[config.mk]
export PLATFORM = sky130hd
export DESIGN_NAME = rc4_keystream_decrypt
export DESIGN_NICKNAME = d
export VERILOG_FILES = /design/src/rtl/rc4_keystream_decrypt_pkg.sv /design/src/rtl/rc4_keystream_decrypt.sv
export SDC_FILE = /design/constraint.sdc
export NUM_CORES = 1
export LEC_CHECK = 0
export CORE_MARGIN = 3
export CORE_UTILIZATION = 50
export CTS_CLUSTER_DIAMETER = 50
export CTS_CLUSTER_SIZE = 16
export DETAILED_ROUTE_END_ITERATION = 10
export PLACE_DENSITY = 0.74
export SETUP_SLACK_MARGIN = 0.15
export SYNTH_ARGS = -nofsm -noshare
export SYNTH_HDL_FRONTEND = slang
export SYNTH_SLANG_ARGS = --single-unit
export TNS_END_PERCENT = 20
[constraint.sdc]
create_clock -name clk -period 4.2 [get_ports clk]
set_clock_uncertainty 0.15 [all_clocks]
set_input_delay 1.05 -clock clk [delete_from_list [all_inputs] [get_ports clk]]
set_output_delay 1.05 -clock clk [all_outputs]
set_load 0.01 [all_outputs]
[src/rtl/rc4_keystream_decrypt_pkg.sv]
// Shared types for the RC4 engine: PRGA decrypt states, key-schedule states
// and the fixed per-byte cycle count of the decrypt loop.
package rc4_keystream_decrypt_pkg;

    typedef enum logic [3:0] {
        IDLE   = 4'd0,
        I_ADDR = 4'd1,
        SI_LAT = 4'd2,
        J_ADDR = 4'd3,
        SJ_LAT = 4'd4,
        WR_I   = 4'd5,
        WR_J   = 4'd6,
        F_ADDR = 4'd7,
        F_LAT  = 4'd8,
        WR_DEC = 4'd9
    } prga_state_e;

    typedef enum logic [1:0] {
        KSA_IDLE    = 2'd0,
        KSA_FILL    = 2'd1,
        KSA_SHUFFLE = 2'd2,
        KSA_DONE    = 2'd3
    } ksa_state_e;

    localparam int unsigned PRGA_BYTE_CYCLES = 32'd9;

endpackage

[src/rtl/rc4_keystream_decrypt.sv]
// RC4 PRGA decrypter: walks an already-shuffled S-box in external RAM and
// XORs the keystream onto the encrypted ROM, writing plaintext to a RAM.
module rc4_keystream_decrypt
    import rc4_keystream_decrypt_pkg::*;
#(
    parameter int RAM_WIDTH  = 8,
    parameter int MSG_LENGTH = 32
) (
    input  logic                          clk,
    input  logic                          reset,
    input  logic                          start_sig,
    input  logic [RAM_WIDTH-1:0]          s_rdata,
    output logic [RAM_WIDTH-1:0]          s_addr,
    output logic [RAM_WIDTH-1:0]          s_wdata,
    output logic                          s_we,
    input  logic [RAM_WIDTH-1:0]          msg_rdata,
    output logic [$clog2(MSG_LENGTH)-1:0] msg_addr,
    output logic [$clog2(MSG_LENGTH)-1:0] dec_addr,
    output logic [RAM_WIDTH-1:0]          dec_wdata,
    output logic                          dec_we,
    output logic                          busy,
    output logic                          decrypt_finished
);

    localparam int AW = $clog2(MSG_LENGTH);
    localparam logic [AW-1:0]        K_LAST = AW'(MSG_LENGTH - 1);
    localparam logic [AW-1:0]        ONE_K  = AW'(1);
    localparam logic [RAM_WIDTH-1:0] ONE_B  = RAM_WIDTH'(1);
    localparam logic [RAM_WIDTH-1:0] ZERO_B = RAM_WIDTH'(0);
    localparam logic [AW-1:0]        ZERO_K = AW'(0);

    prga_state_e          state_q, state_d;
    logic [RAM_WIDTH-1:0] i_q, i_d, j_q, j_d, si_q, si_d, sj_q, sj_d;
    logic [RAM_WIDTH-1:0] f_q, f_d, enc_q, enc_d;
    logic [AW-1:0]        k_q, k_d;

    logic [RAM_WIDTH-1:0] s_addr_q, s_addr_d, s_wdata_q, s_wdata_d;
    logic [RAM_WIDTH-1:0] dec_wdata_q, dec_wdata_d;
    logic [AW-1:0]        msg_addr_q, msg_addr_d, dec_addr_q, dec_addr_d;
    logic                 s_we_q, s_we_d, dec_we_q, dec_we_d;
    logic                 busy_q, busy_d, done_q, done_d;

    // Next-state and datapath register updates.
    always_comb begin
        state_d = state_q;
        i_d     = i_q;
        j_d     = j_q;
        k_d     = k_q;
        si_d    = si_q;
        sj_d    = sj_q;
        f_d     = f_q;
        enc_d   = enc_q;
        done_d  = done_q;
        case (state_q)
            IDLE: begin
                if (start_sig) begin
                    state_d = I_ADDR;
                    i_d     = ZERO_B;
                    j_d     = ZERO_B;
                    k_d     = ZERO_K;
                    done_d  = 1'b0;
                end else begin
                    state_d = IDLE;
                end
            end
            I_ADDR: begin
                i_d     = i_q + ONE_B;
                state_d = SI_LAT;
            end
            SI_LAT: begin
                si_d    = s_rdata;
                state_d = J_ADDR;
            end
            J_ADDR: begin
                j_d     = j_q + si_q;
                state_d = SJ_LAT;
            end
            SJ_LAT: begin
                sj_d    = s_rdata;
                state_d = WR_I;
            end
            WR_I:   state_d = WR_J;
            WR_J:   state_d = F_ADDR;
            F_ADDR: state_d = F_LAT;
            F_LAT: begin
                f_d     = s_rdata;
                enc_d   = msg_rdata;
                state_d = WR_DEC;
            end
            WR_DEC: begin
                if (k_q == K_LAST) begin
                    state_d = IDLE;
                    done_d  = 1'b1;
                end else begin
                    k_d     = k_q + ONE_K;
                    state_d = I_ADDR;
                end
            end
            default: state_d = IDLE;
        endcase
    end

    // Outputs are registered by decoding the state about to be entered, so
    // they appear during that state exactly as a combinational decode would.
    always_comb begin
        s_addr_d    = s_addr_q;
        s_wdata_d   = s_wdata_q;
        s_we_d      = 1'b0;
        msg_addr_d  = msg_addr_q;
        dec_addr_d  = dec_addr_q;
        dec_wdata_d = dec_wdata_q;
        dec_we_d    = 1'b0;
        busy_d      = (state_d != IDLE);
        case (state_d)
            I_ADDR: s_addr_d = i_d + ONE_B;
            J_ADDR: s_addr_d = j_d + si_d;
            WR_I: begin
                s_addr_d  = i_d;
                s_wdata_d = sj_d;
                s_we_d    = 1'b1;
            end
            WR_J: begin
                s_addr_d  = j_d;
                s_wdata_d = si_d;
                s_we_d    = 1'b1;
            end
            F_ADDR: begin
                s_addr_d   = si_d + sj_d;
                msg_addr_d = k_d;
            end
            WR_DEC: begin
                dec_addr_d  = k_d;
                dec_wdata_d = f_d ^ enc_d;
                dec_we_d    = 1'b1;
            end
            default: begin
                s_we_d   = 1'b0;
                dec_we_d = 1'b0;
            end
        endcase
    end

    // State, datapath and output registers with asynchronous abort.
    always_ff @(posedge clk or negedge reset) begin
        if (!reset) begin
            state_q     <= IDLE;
            i_q         <= ZERO_B;
            j_q         <= ZERO_B;
            k_q         <= ZERO_K;
            si_q        <= ZERO_B;
            sj_q        <= ZERO_B;
            f_q         <= ZERO_B;
            enc_q       <= ZERO_B;
            s_addr_q    <= ZERO_B;
            s_wdata_q   <= ZERO_B;
            s_we_q      <= 1'b0;
            msg_addr_q  <= ZERO_K;
            dec_addr_q  <= ZERO_K;
            dec_wdata_q <= ZERO_B;
            dec_we_q    <= 1'b0;
            busy_q      <= 1'b0;
            done_q      <= 1'b0;
        end else begin
            state_q     <= state_d;
            i_q         <= i_d;
            j_q         <= j_d;
            k_q         <= k_d;
            si_q        <= si_d;
            sj_q        <= sj_d;
            f_q         <= f_d;
            enc_q       <= enc_d;
            s_addr_q    <= s_addr_d;
            s_wdata_q   <= s_wdata_d;
            s_we_q      <= s_we_d;
            msg_addr_q  <= msg_addr_d;
            dec_addr_q  <= dec_addr_d;
            dec_wdata_q <= dec_wdata_d;
            dec_we_q    <= dec_we_d;
            busy_q      <= busy_d;
            done_q      <= done_d;
        end
    end

    assign s_addr           = s_addr_q;
    assign s_wdata          = s_wdata_q;
    assign s_we             = s_we_q;
    assign msg_addr         = msg_addr_q;
    assign dec_addr         = dec_addr_q;
    assign dec_wdata        = dec_wdata_q;
    assign dec_we           = dec_we_q;
    assign busy             = busy_q;
    assign decrypt_finished = done_q;

endmodule

# ---- Word-level counts from Yosys, hierarchy flattened
# Index checks and enable logic that the tools add are counted.
dict set report word_totals {
  reg_bits 95
  input_bits 19
  elab_cells 70
}
dict set report classes {
  n_addsub 6
  n_eq_ne 18
  mux 21
  bitwise_logic 1
  n_reduce_logical 7
}
# cell n
set op_table {}
lappend op_table {{2-to-1 mux 8 bit} 6}
lappend op_table {{case mux 8 bit (2 select lines)} 3}
lappend op_table {{case mux 4 bit (10 select lines)} 1}
lappend op_table {{case mux 8 bit (5 select lines)} 1}
lappend op_table {{equality test 4 x 3 -> 1 bit, second input constant} 7}
lappend op_table {{adder 8 bit} 3}
lappend op_table {{adder 8 x 1 -> 8 bit, second input constant} 2}
lappend op_table {{equality test 4 x 2 -> 1 bit, second input constant} 3}
lappend op_table {{equality test 4 bit, second input constant} 3}
lappend op_table {{2-to-1 mux 5 bit} 2}
lappend op_table {{case mux 5 bit (2 select lines)} 1}
lappend op_table {{equality test 4 x 1 -> 1 bit, second input constant} 2}
lappend op_table {{bitwise XOR 8 bit} 1}
lappend op_table {{2-to-1 mux 1 bit} 6}
lappend op_table {{adder 5 x 1 -> 5 bit, second input constant} 1}
lappend op_table {{equality test 5 bit, second input constant} 1}
lappend op_table {{nonzero test 5 bit} 1}
lappend op_table {{zero test 4 bit} 1}
lappend op_table {{!= test 2 bit, second input constant} 2}
lappend op_table {{nonzero test 2 bit} 2}
lappend op_table {{nonzero test 4 bit} 1}
lappend op_table {{AND reduction 3 bit} 1}
lappend op_table {{case mux 1 bit (2 select lines)} 1}
lappend op_table {{OR reduction 2 bit} 1}

# ---- Depth between registers and ports, before layout
# Gate-level depths: netlist (run 1).
dict set report logic_depth {
  depth_word 6
  mapped_depth 18
  depth_no_buf 18
}

# ---- Worst setup path before layout (run 1)
# OpenSTA, ideal clock, no wires.
dict set report synth_path {
  path_kind {input to register}
  from {in start_sig}
  to {reg s_addr_q[7] (netlist: s_addr[7])}
  arrival_ns 4.028
  slack_ns -0.104
  cell_stages 15
  path_buffers 1
  cell_sequence {or3b_1 a211o_1 buf_2 nand2_1 o21ai_0 nor2_1 a31oi_1 ha_1 a21oi_1 and4b_1 or4b_2 nand4_1 xnor2_1 nor3_1 o32a_1}
}
dict set report synth_via {
  elab_chain_cells 4
  word_cells_on_any_way 15
}
# element line_no
set synth_lines {}
lappend synth_lines {{start, declared} rc4_keystream_decrypt.sv:11} ;# input logic start_sig,
lappend synth_lines {{2-to-1 mux 8 bit} rc4_keystream_decrypt.sv:56} ;# if (start_sig) begin
lappend synth_lines {{case mux 8 bit (2 select lines)} rc4_keystream_decrypt.sv:54} ;# case (state_q)
lappend synth_lines {{via j_d[1]} rc4_keystream_decrypt.sv:33} ;# logic [RAM_WIDTH-1:0] i_q, i_d, j_q, j_d, si_q, si_d, sj_q, sj_d;
lappend synth_lines {{adder 8 bit} rc4_keystream_decrypt.sv:116} ;# J_ADDR: s_addr_d = j_d + si_d;
lappend synth_lines {{case mux 8 bit (5 select lines)} rc4_keystream_decrypt.sv:114} ;# case (state_d)
lappend synth_lines {{end signal, assigned} rc4_keystream_decrypt.sv:172} ;# s_addr_q <= s_addr_d;
lappend synth_lines {{end, declared} rc4_keystream_decrypt.sv:37} ;# logic [RAM_WIDTH-1:0] s_addr_q, s_addr_d, s_wdata_q, s_wdata_d;
# The timed path passes the listed nets, and every way through them passes these cells.
# A chain may end at the register's enable or synchronous reset.

# ---- Worst setup path after layout (run 1)
# Same ends and word-level chain as after synthesis.

==> results list, run 1 <==
* Vert. Die Dim: between 90 and 100 µm
* Overflow left after global routing: 0
- In the final layout, the share of cells above drive strength 1 is ~14%.
- In this run the mean area of a mapped cell was just over 9 µm².
- Counting cells, the worst reg-to-reg path comes to 16.
* Cell area after placement: roughly 5300 µm²
* Maximum level of the CTS H-tree: 3
- The worst setup path is captured at a register.
- Full die area: around 10000 µm²
* Min-delay worst type: register to register
- The number of buffers and inverters on the critical path is 2.
- In this run the register-to-register setup slack is 0.34 ns.
- Worst hold path cell count: 2
- The number of antenna violations at the first check in global routing came to 0.
- First-pass DRT Iterations: 5
- The startpoint identified for the worst hold timing path is sj_q[6].
- Synthesis produced a netlist with a net count of about 520.
- The max-slew violation count came to 0.
- In the routed layout, each cell is associated on average with a via count of roughly 6.
* Placer congestion estimate: just over 0.9
- The startpoint identified for the worst register-to-register timing path is si_q[0].
- Maximum count of clock buffers along a single path: 2
- Number of endpoints failing setup at the final stage: 0
* Cells after Synth: 483
- The worst hold path terminates at sj_q[6].
- Global routing used about a quarter of the available tracks.
* Crit path launch type: input pin
- F_max: between 200 and 300 MHz
- The via count of the first global-routing pass came to between 4,000 and 5,000.
- The routed design has around 12,000 µm of wire.
- The die is 99.80 µm wide.
- Nets: between 600 and 700
- Proportion of synthesized chip area in sequential cells: around 45%
* Number of enable flip-flop cells after synthesis: 0
- The routed layout has around 4,000 vias.
* Crit Path Category: input pin to register
* Worst-path cell chain: clkbuf_2 -> or3b_4 -> a211o_4 -> buf_6 -> nand2_2 -> o31ai_2 -> nor2_1 -> a31oi_1 -> ha_1 -> and4b_1 -> or4b_4 -> nand4_1 -> xnor2_1 -> nor3_1 -> o32a_1
- Pwr/cell area: between 800 and 900 nW/µm²
* Critical path's slowest cell: sky130_fd_sc_hd__or4b_4
- For this run, asynchronously set or reset flops after synthesis account for between 90% and 100%.
- Counting I/O delays and the setup requirement, the final critical path takes roughly 3.9 ns.
- The root buffer cell chosen for the clock tree is sky130_fd_sc_hd__clkbuf_8.
* CP top delay family: simple AND/OR/NAND/NOR gates
- CP max stage delay: about 0.51 ns
* Required time of the critical path: between 4 and 5 ns
- Crit-path max FO: 5
- Total number of yosys warnings: 0
- Entering global routing, the biggest net connects 80 pins.
* Clock sink count: just under 80
- At the worst endpoint, the arrival time is 4.02 ns.
- The synthesized design contains 79 register bits.
* Mapped Area: about 4400 µm²
- Quantity of hold-fixing buffers added after cts: 0
- Detail-routed net length per standard cell: roughly 18 µm
* CTS buffer count: 9
- After clock tree synthesis, the clock-pin slew on the worst setup and hold paths is about 0.080 ns.
* Number of hold violations in the final report: 0
- At the pin with the least slew margin, the transition time is just under 1 ns.
- The clock reaches the later pin of the worst-skew pair after about 0.36 ns.
- In this run the critical register-to-register path is captured at s_addr[7].
* Post-route antenna net violation count: 0
* Number of I/O port buffers: between 50 and 60
* Static leakage: 2.489 nW
- The worst pin sits at a relative slew slack of between 30% and 40%.
* DRT iter0 DRCs: around 270
- The wire-length estimate of the detail-placed layout is between 8000 and 9000 µm.
- In the routed design, unresolved DRC markers number 0.
* Setup TNS Final: 0 ns
- Diode insertion count for antenna repair: 0
* Ranking of synthesized cells by area: sky130_fd_sc_hd__dfrtp_1 (45%), sky130_fd_sc_hd__nand2_1 (5.6%), sky130_fd_sc_hd__ha_1 (4.8%)
- Unrepaired setup endpoints after global routing: yes
- Dominant cell type by area after synthesis: sky130_fd_sc_hd__dfrtp_1
* Count of unique library cells instantiated by Yosys: 60
- TritonCTS built the clock tree.
* Std-Cell Core Area: 8382 µm²
* Most common flop cell mapped by yosys: sky130_fd_sc_hd__dfrtp_1
- The first global-routing pass estimated 20,030 µm of wire.
* Top-area cell type share of the netlist area: 44.94%
- Count of max-cap constraint violations: 0
- The run finished with clean final reports.
- Crit share post-route: approximately 94%
* Starting density of the core: 52.49%
- Non-Filler Cell Area, Final: around 5500 µm²
* Ports placed on the boundary: between 50 and 60
- Rows: 33
- Peak VDD IR: roughly 0.00044 V
- Final Util: ~66%
- Area grow syn2layout: 25.80%
## flip-flops by register name (all words and copies together), names as in the netlist
register          cells
s_we                  1
j_q                   8
k_q                   5
sj_q                  8
decrypt_finished      1
state_q               4
busy                  1
msg_addr              5
dec_we                1
dec_addr              5
s_wdata               8
i_q                   8
s_addr                8
dec_wdata             8
si_q                  8
## power breakdown
group / switching (mW) / internal (mW) / total, mW / leakage, nW
Sequential: 0.224 / 1.07 / 1.29 / 0.977
Combinational: 1.55 / 1.41 / 2.96 / 1.40
Clock: 0.289 / 0.352 / 0.641 / 0.114
Total: 2.07 / 2.82 / 4.89 / 2.49
## layout make-up
class	count	area, µm²
well taps	105	131.4
multi-input cells	364	2307
flip-flops and latches	79	1977
fillers	673	2848
inverters	19	71.32
clock inverters	5	78.83
clock buffers	11	141.4
repair buffers	92	827.0
## per-layer routing
layer / GRT usage, % / wire length [µm]
met1: 33.44 / 5142
met2: 41.97 / 5818
met3: 4.448 / 741
met5: 0 / 0
met4: 10.08 / 290
## Yosys cell counts, types with 7 or more instances
library cell and instances:
sky130_fd_sc_hd__dfrtp_1 79, sky130_fd_sc_hd__nand2_1 66, sky130_fd_sc_hd__nor2_1 43, sky130_fd_sc_hd__o21ai_0 40
sky130_fd_sc_hd__a21oi_1 31, sky130_fd_sc_hd__nand3_1 23, sky130_fd_sc_hd__inv_1 19, sky130_fd_sc_hd__ha_1 17
sky130_fd_sc_hd__xnor2_1 17, sky130_fd_sc_hd__a31oi_1 16, sky130_fd_sc_hd__clkbuf_1 14, sky130_fd_sc_hd__and3_1 8
sky130_fd_sc_hd__mux2_2 8, sky130_fd_sc_hd__nor3_1 8, sky130_fd_sc_hd__nand2b_1 7
## repair_timing
item,in CTS,in global routing
endpoints found under the setup margin,4,4
buffers inserted,3,0
pin swaps,6,6
resized for setup,5,8
cloned,0,0
## kinds of logic (layout without fill, tap and decap cells)
family	count (synthesis)	after routing	share of synthesized area, %
and+or+nand+nor	187	187	20.88
AOI/OAI and AO/OA	125	125	17.63
DFF	79	79	44.94
buffers and inverters	40	127	3.697
xor gates and xnor gates	22	22	4.380
adders and majority gates	19	19	5.745
muxes	11	11	2.730
## worst reg2reg max path, stage by stage (launching register included)
cell	delay (ns)
sky130_fd_sc_hd__dfrtp_1	0.39
sky130_fd_sc_hd__ha_2	0.20
sky130_fd_sc_hd__inv_1	0.05
sky130_fd_sc_hd__fa_1	0.39
sky130_fd_sc_hd__nor2b_1	0.13
sky130_fd_sc_hd__o21ai_0	0.11
sky130_fd_sc_hd__and3_1	0.21
sky130_fd_sc_hd__o31ai_2	0.26
sky130_fd_sc_hd__nor2_1	0.09
sky130_fd_sc_hd__a31oi_1	0.16
sky130_fd_sc_hd__ha_1	0.28
sky130_fd_sc_hd__and4b_1	0.21
sky130_fd_sc_hd__or4b_4	0.51
sky130_fd_sc_hd__nand4_1	0.12
sky130_fd_sc_hd__xnor2_1	0.12
sky130_fd_sc_hd__nor3_1	0.07
sky130_fd_sc_hd__o32a_1	0.29
## cell usage in the layout (no fill, tap or decap), drive strengths merged, types with 3 or more instances in the layout
cell type,synthesis,routed
nor3,8,8
nor2b,5,5
dfrtp,79,79
ha,17,17
nand2b,7,7
buf,7,37
inv,19,20
a21o,3,3
xnor2,17,17
mux2,8,8
and3,8,8
nand3b,3,3
mux2i,3,3
nand4,3,3
o21bai,3,3
nand3,24,24
o32a,3,3
a22oi,4,4
nand2,66,66
o21a,5,5
a21oi,31,31
clkbuf,14,12
o21ai,41,41
clkdlybuf4s50,0,54
or3,4,4
a31oi,16,16
nor2,43,43
and2,3,3
xor2,5,5
## stage by stage
step	total power, mW	hold WS [ns]	setup slack [ns]	cells
finish	4.890	0.3336	0.2642	675
global route	5.250	0.3493	0.1384	675
CTS	4.835	0.3392	0.1849	675
detailed placement	4.121	0.3131	-0.5079	656
global placement	4.024	0.3076	-0.4364	656
floorplan	3.060	0.2897	0.1375	483
## how the worst max path moves through the flow
stage / start / endpoint / slack, ns / depth (start not counted)
3_5_place_dp: start_sig / s_addr[7] / -0.51 / 15
5_1_grt: si_q[0] / s_addr[7] / 0.14 / 16
2_1_floorplan: start_sig / s_addr[7] / 0.14 / 15
6_report: start_sig / s_addr[7] / 0.26 / 15
4_1_cts: start_sig / s_addr[7] / 0.18 / 15
3_3_place_gp: start_sig / s_addr[7] / -0.44 / 15
No activity file was read; power rests on OpenSTA's default activity.
==> run 2: changes to the inputs <==
--- a/config.mk
+++ b/config.mk
@@ -10,6 +10,7 @@
 export CTS_CLUSTER_DIAMETER = 50
 export CTS_CLUSTER_SIZE = 16
 export DETAILED_ROUTE_END_ITERATION = 10
+export GPL_TIMING_DRIVEN = 0
 export PLACE_DENSITY = 0.74
 export SETUP_SLACK_MARGIN = 0.15
 export SYNTH_ARGS = -nofsm -noshare
==> run 2 against run 1 <==
Compared with the run above:
- fmax shrank 3.1%
- design area decreased by 2.3%
- largest power group unchanged
- register-to-register slack got worse by 0.11 ns
- critical endpoint unchanged
- via count down 2.9%
- highest routed layer unchanged
==> results list, run 2 (synthesis results as in run 1) <==
- After detailed routing, the total wire length is around 12,000 µm.
- Port buffering added 56 buffers.
- Setup violations remaining at the end of the flow were counted as 0.
* Buffer type at the clock tree root: sky130_fd_sc_hd__clkbuf_8
- Once placement completed, the tool counted placed cells totaling roughly 650.
- The number of hold-slack violations in the final timing report is 0.
- Filler cells: about 690
- Global routing finished with a remaining overflow of 0.
- For this run, design rule violations remaining after detail routing come to 0.
- In this run the power density over the cells is just under 900 nW/µm².
- For the pin with the worst max-slew slack, the measured transition is approximately 0.80 ns.
* Antenna violations before repair: 0
- Quantity of hold-fixing buffers added after cts: 0
- Count of max-cap constraint violations: 0
- Setup slack on the worst reg-to-reg path comes out at about 0.23 ns.
- In this run the tightest slew margin relative to its limit is around 47%.
* Clock slew at reported path FFs: roughly 0.08 ns
- Post-route antenna net violation count: 0
- End of the worst hold path: sj_q[2]
* Crit-path max FO: 10
- Worst reg-to-reg path cell count: 14
- Global-route wire length before repair: 18,960 µm
- VDD sags by at most 0.0004528 V.
- STA puts the critical path data required time at roughly 4.3 ns.
- The floorplan has 33 rows.
* Most frequent cells in the layout: sky130_fd_sc_hd__dfrtp_1 (79), sky130_fd_sc_hd__nand2_1 (65), sky130_fd_sc_hd__clkdlybuf4s50_1 (54)
- Once detailed placement completed, the half-perimeter wirelength came to 8384 µm.
- Maximum count of clock buffers along a single path: 2
* Leading cell type in the layout, fill and taps excluded: sky130_fd_sc_hd__dfrtp_1
- Routed via count divided by cell count: just under 6
- STA puts the critical path data arrival time at approximately 4.2 ns.
- Leaving out filler cells and counting taps, the final layout contains ~660.
- Unrepaired setup endpoints after global routing: yes
- In this run, the number of DRC markers left after iteration 0 of detailed routing was between 200 and 250.
- STA classifies the critical path startpoint as an input pin.
- Clock sink count: between 70 and 80
* Pin count of the biggest net entering global routing: 46
- Beginning of the worst hold path: sj_q[2]
* Std-Cell Core Area: approximately 8400 µm²
- Placer congestion estimate: slightly below 0.9
* Min-delay worst type: register to register
- Critical path launch point: start_sig
- The worst path in the final design needs a cycle of about 4.1 ns, including I/O delays and setup.
- Nets: 590
* Share of cells above drive strength 1: under 10%
- Ports placed on the boundary: between 50 and 60
- Setup TNS Final: 0 ns
* Critical path's slowest cell: sky130_fd_sc_hd__or4b_4
- The clock tree synthesis step divided the H-tree into 3 levels.
- Global routing used between 20 and 25% of the available tracks.
- Vert. Die Dim: 99.80 µm
* CTS buffer count: 9
- On the worst path, the slowest cell contributes a delay of a little under 0.5 ns.
- F_max: 246.2 MHz
* Starting density of the core: a little over half
* DP Worst Slack: -0.7732 ns
- The final critical path takes up slightly below 100% of the cycle.
* Endpoint of the worst register-to-register path: s_addr[7]
- Clock latency on the worst-skew pair, taken at its later pin, is 0.37 ns.
* Vias in the first global route: a little under 4,000
- Crit Path Category: input pin to register
- Worst hold path cell count: 2
* Final Slew Violations: 0
- Final Util: 64.53%
- CTS tree: built
* Worst reg2reg startpoint: state_q[1]
- Vias after detailed routing: about 3,900
* Category of the worst setup path capture point: register
- In this run the static leakage power is about 2.4 nW.
- Detail-routed net length per standard cell: 17.39 µm
* Status: completed
* Area grow syn2layout: 22.95%
- The die is approximately 100 µm wide.
- Minimum setup slack in the final design: 0.1375 ns
* Diode insertion count for antenna repair: 0
- The signal on the critical path passes through buf_4 -> or3b_1 -> a211o_1 -> buf_6 -> nand2_1 -> o21ai_0 -> nor2_1 -> a31oi_1 -> ha_1 -> a21oi_1 -> o21bai_1 -> or4b_4 -> nand4_1 -> xnor2_1 -> nor3_1 -> o32a_1.
* First-pass DRT Iterations: 8
- The die covers 9960 µm².
[run 2: routing by layer]
metal | vias up | global-route usage, % | share of wire (%)
met2 | 119 | 38.74 | 48
met5 | - | 0 | 0
met4 | 0 | 6.513 | 1.4
met3 | 16 | 5.698 | 5.7
li1 | 1859 | - | -
met1 | 1915 | 32.82 | 45
[run 2: how the worst max path moves through the flow]
stage | endpoint | slack [ns] | cells after the start
6_report | s_addr[7] | 0.14 | 16
5_1_grt | s_addr[7] | -0.007 | 16
4_1_cts | s_addr[7] | 0.16 | 16
3_5_place_dp | s_addr[7] | -0.77 | 16
3_3_place_gp | dec_wdata[3] | -0.94 | 1
2_1_floorplan | s_addr[7] | 0.14 | 15
[run 2: metrics by stage]
| stage | power, mW | cell area, µm² | hold WS (ns) |
|---|---|---|---|
| finish | 4.679 | 5409 | 0.3301 |
| global route | 5.045 | 5409 | 0.3743 |
| CTS | 4.644 | 5388 | 0.3322 |
| detailed placement | 3.958 | 5136 | 0.3103 |
| global placement | 3.870 | 5111 | 0.3044 |
| floorplan | 3.060 | 4419 | 0.2897 |
[run 2: final cells by class]
| type | count | area (µm²) | share of cell area, % |
|---|---|---|---|
| Tap cell | 105 | 131.4 | 2.429 |
| Multi-Input combinational cell | 364 | 2308 | 42.68 |
| Clock inverter | 5 | 81.33 | 1.504 |
| Sequential cell | 79 | 1977 | 36.55 |
| Timing Repair Buffer | 58 | 590.6 | 10.92 |
| Inverter | 19 | 71.32 | 1.319 |
| Clock buffer | 11 | 141.4 | 2.614 |
| Buffer | 21 | 107.6 | 1.989 |
[run 2: timing repair]
item / CTS / global route
resized for setup: 12 / 6
setup endpoints to repair: 4 / 4
buffers inserted: 1 / 0
pin swaps: 4 / 0
[run 2: power breakdown]
group          leakage, nW  internal, mW  switching, mW
logic                 1.30          1.21           1.55
clock network        0.110         0.351          0.295
registers            0.977          1.08          0.200
[run 2: worst max-delay path, delay by kind of cell]
| family | cells | cell delay, ns |
|---|---|---|
| fa+ha+maj | 1 | 0.34 |
| buf+inv | 2 | 0.27 |
| xor+xnor | 1 | 0.15 |
| compound gates | 6 | 1.07 |
| simple gates | 6 | 1.28 |
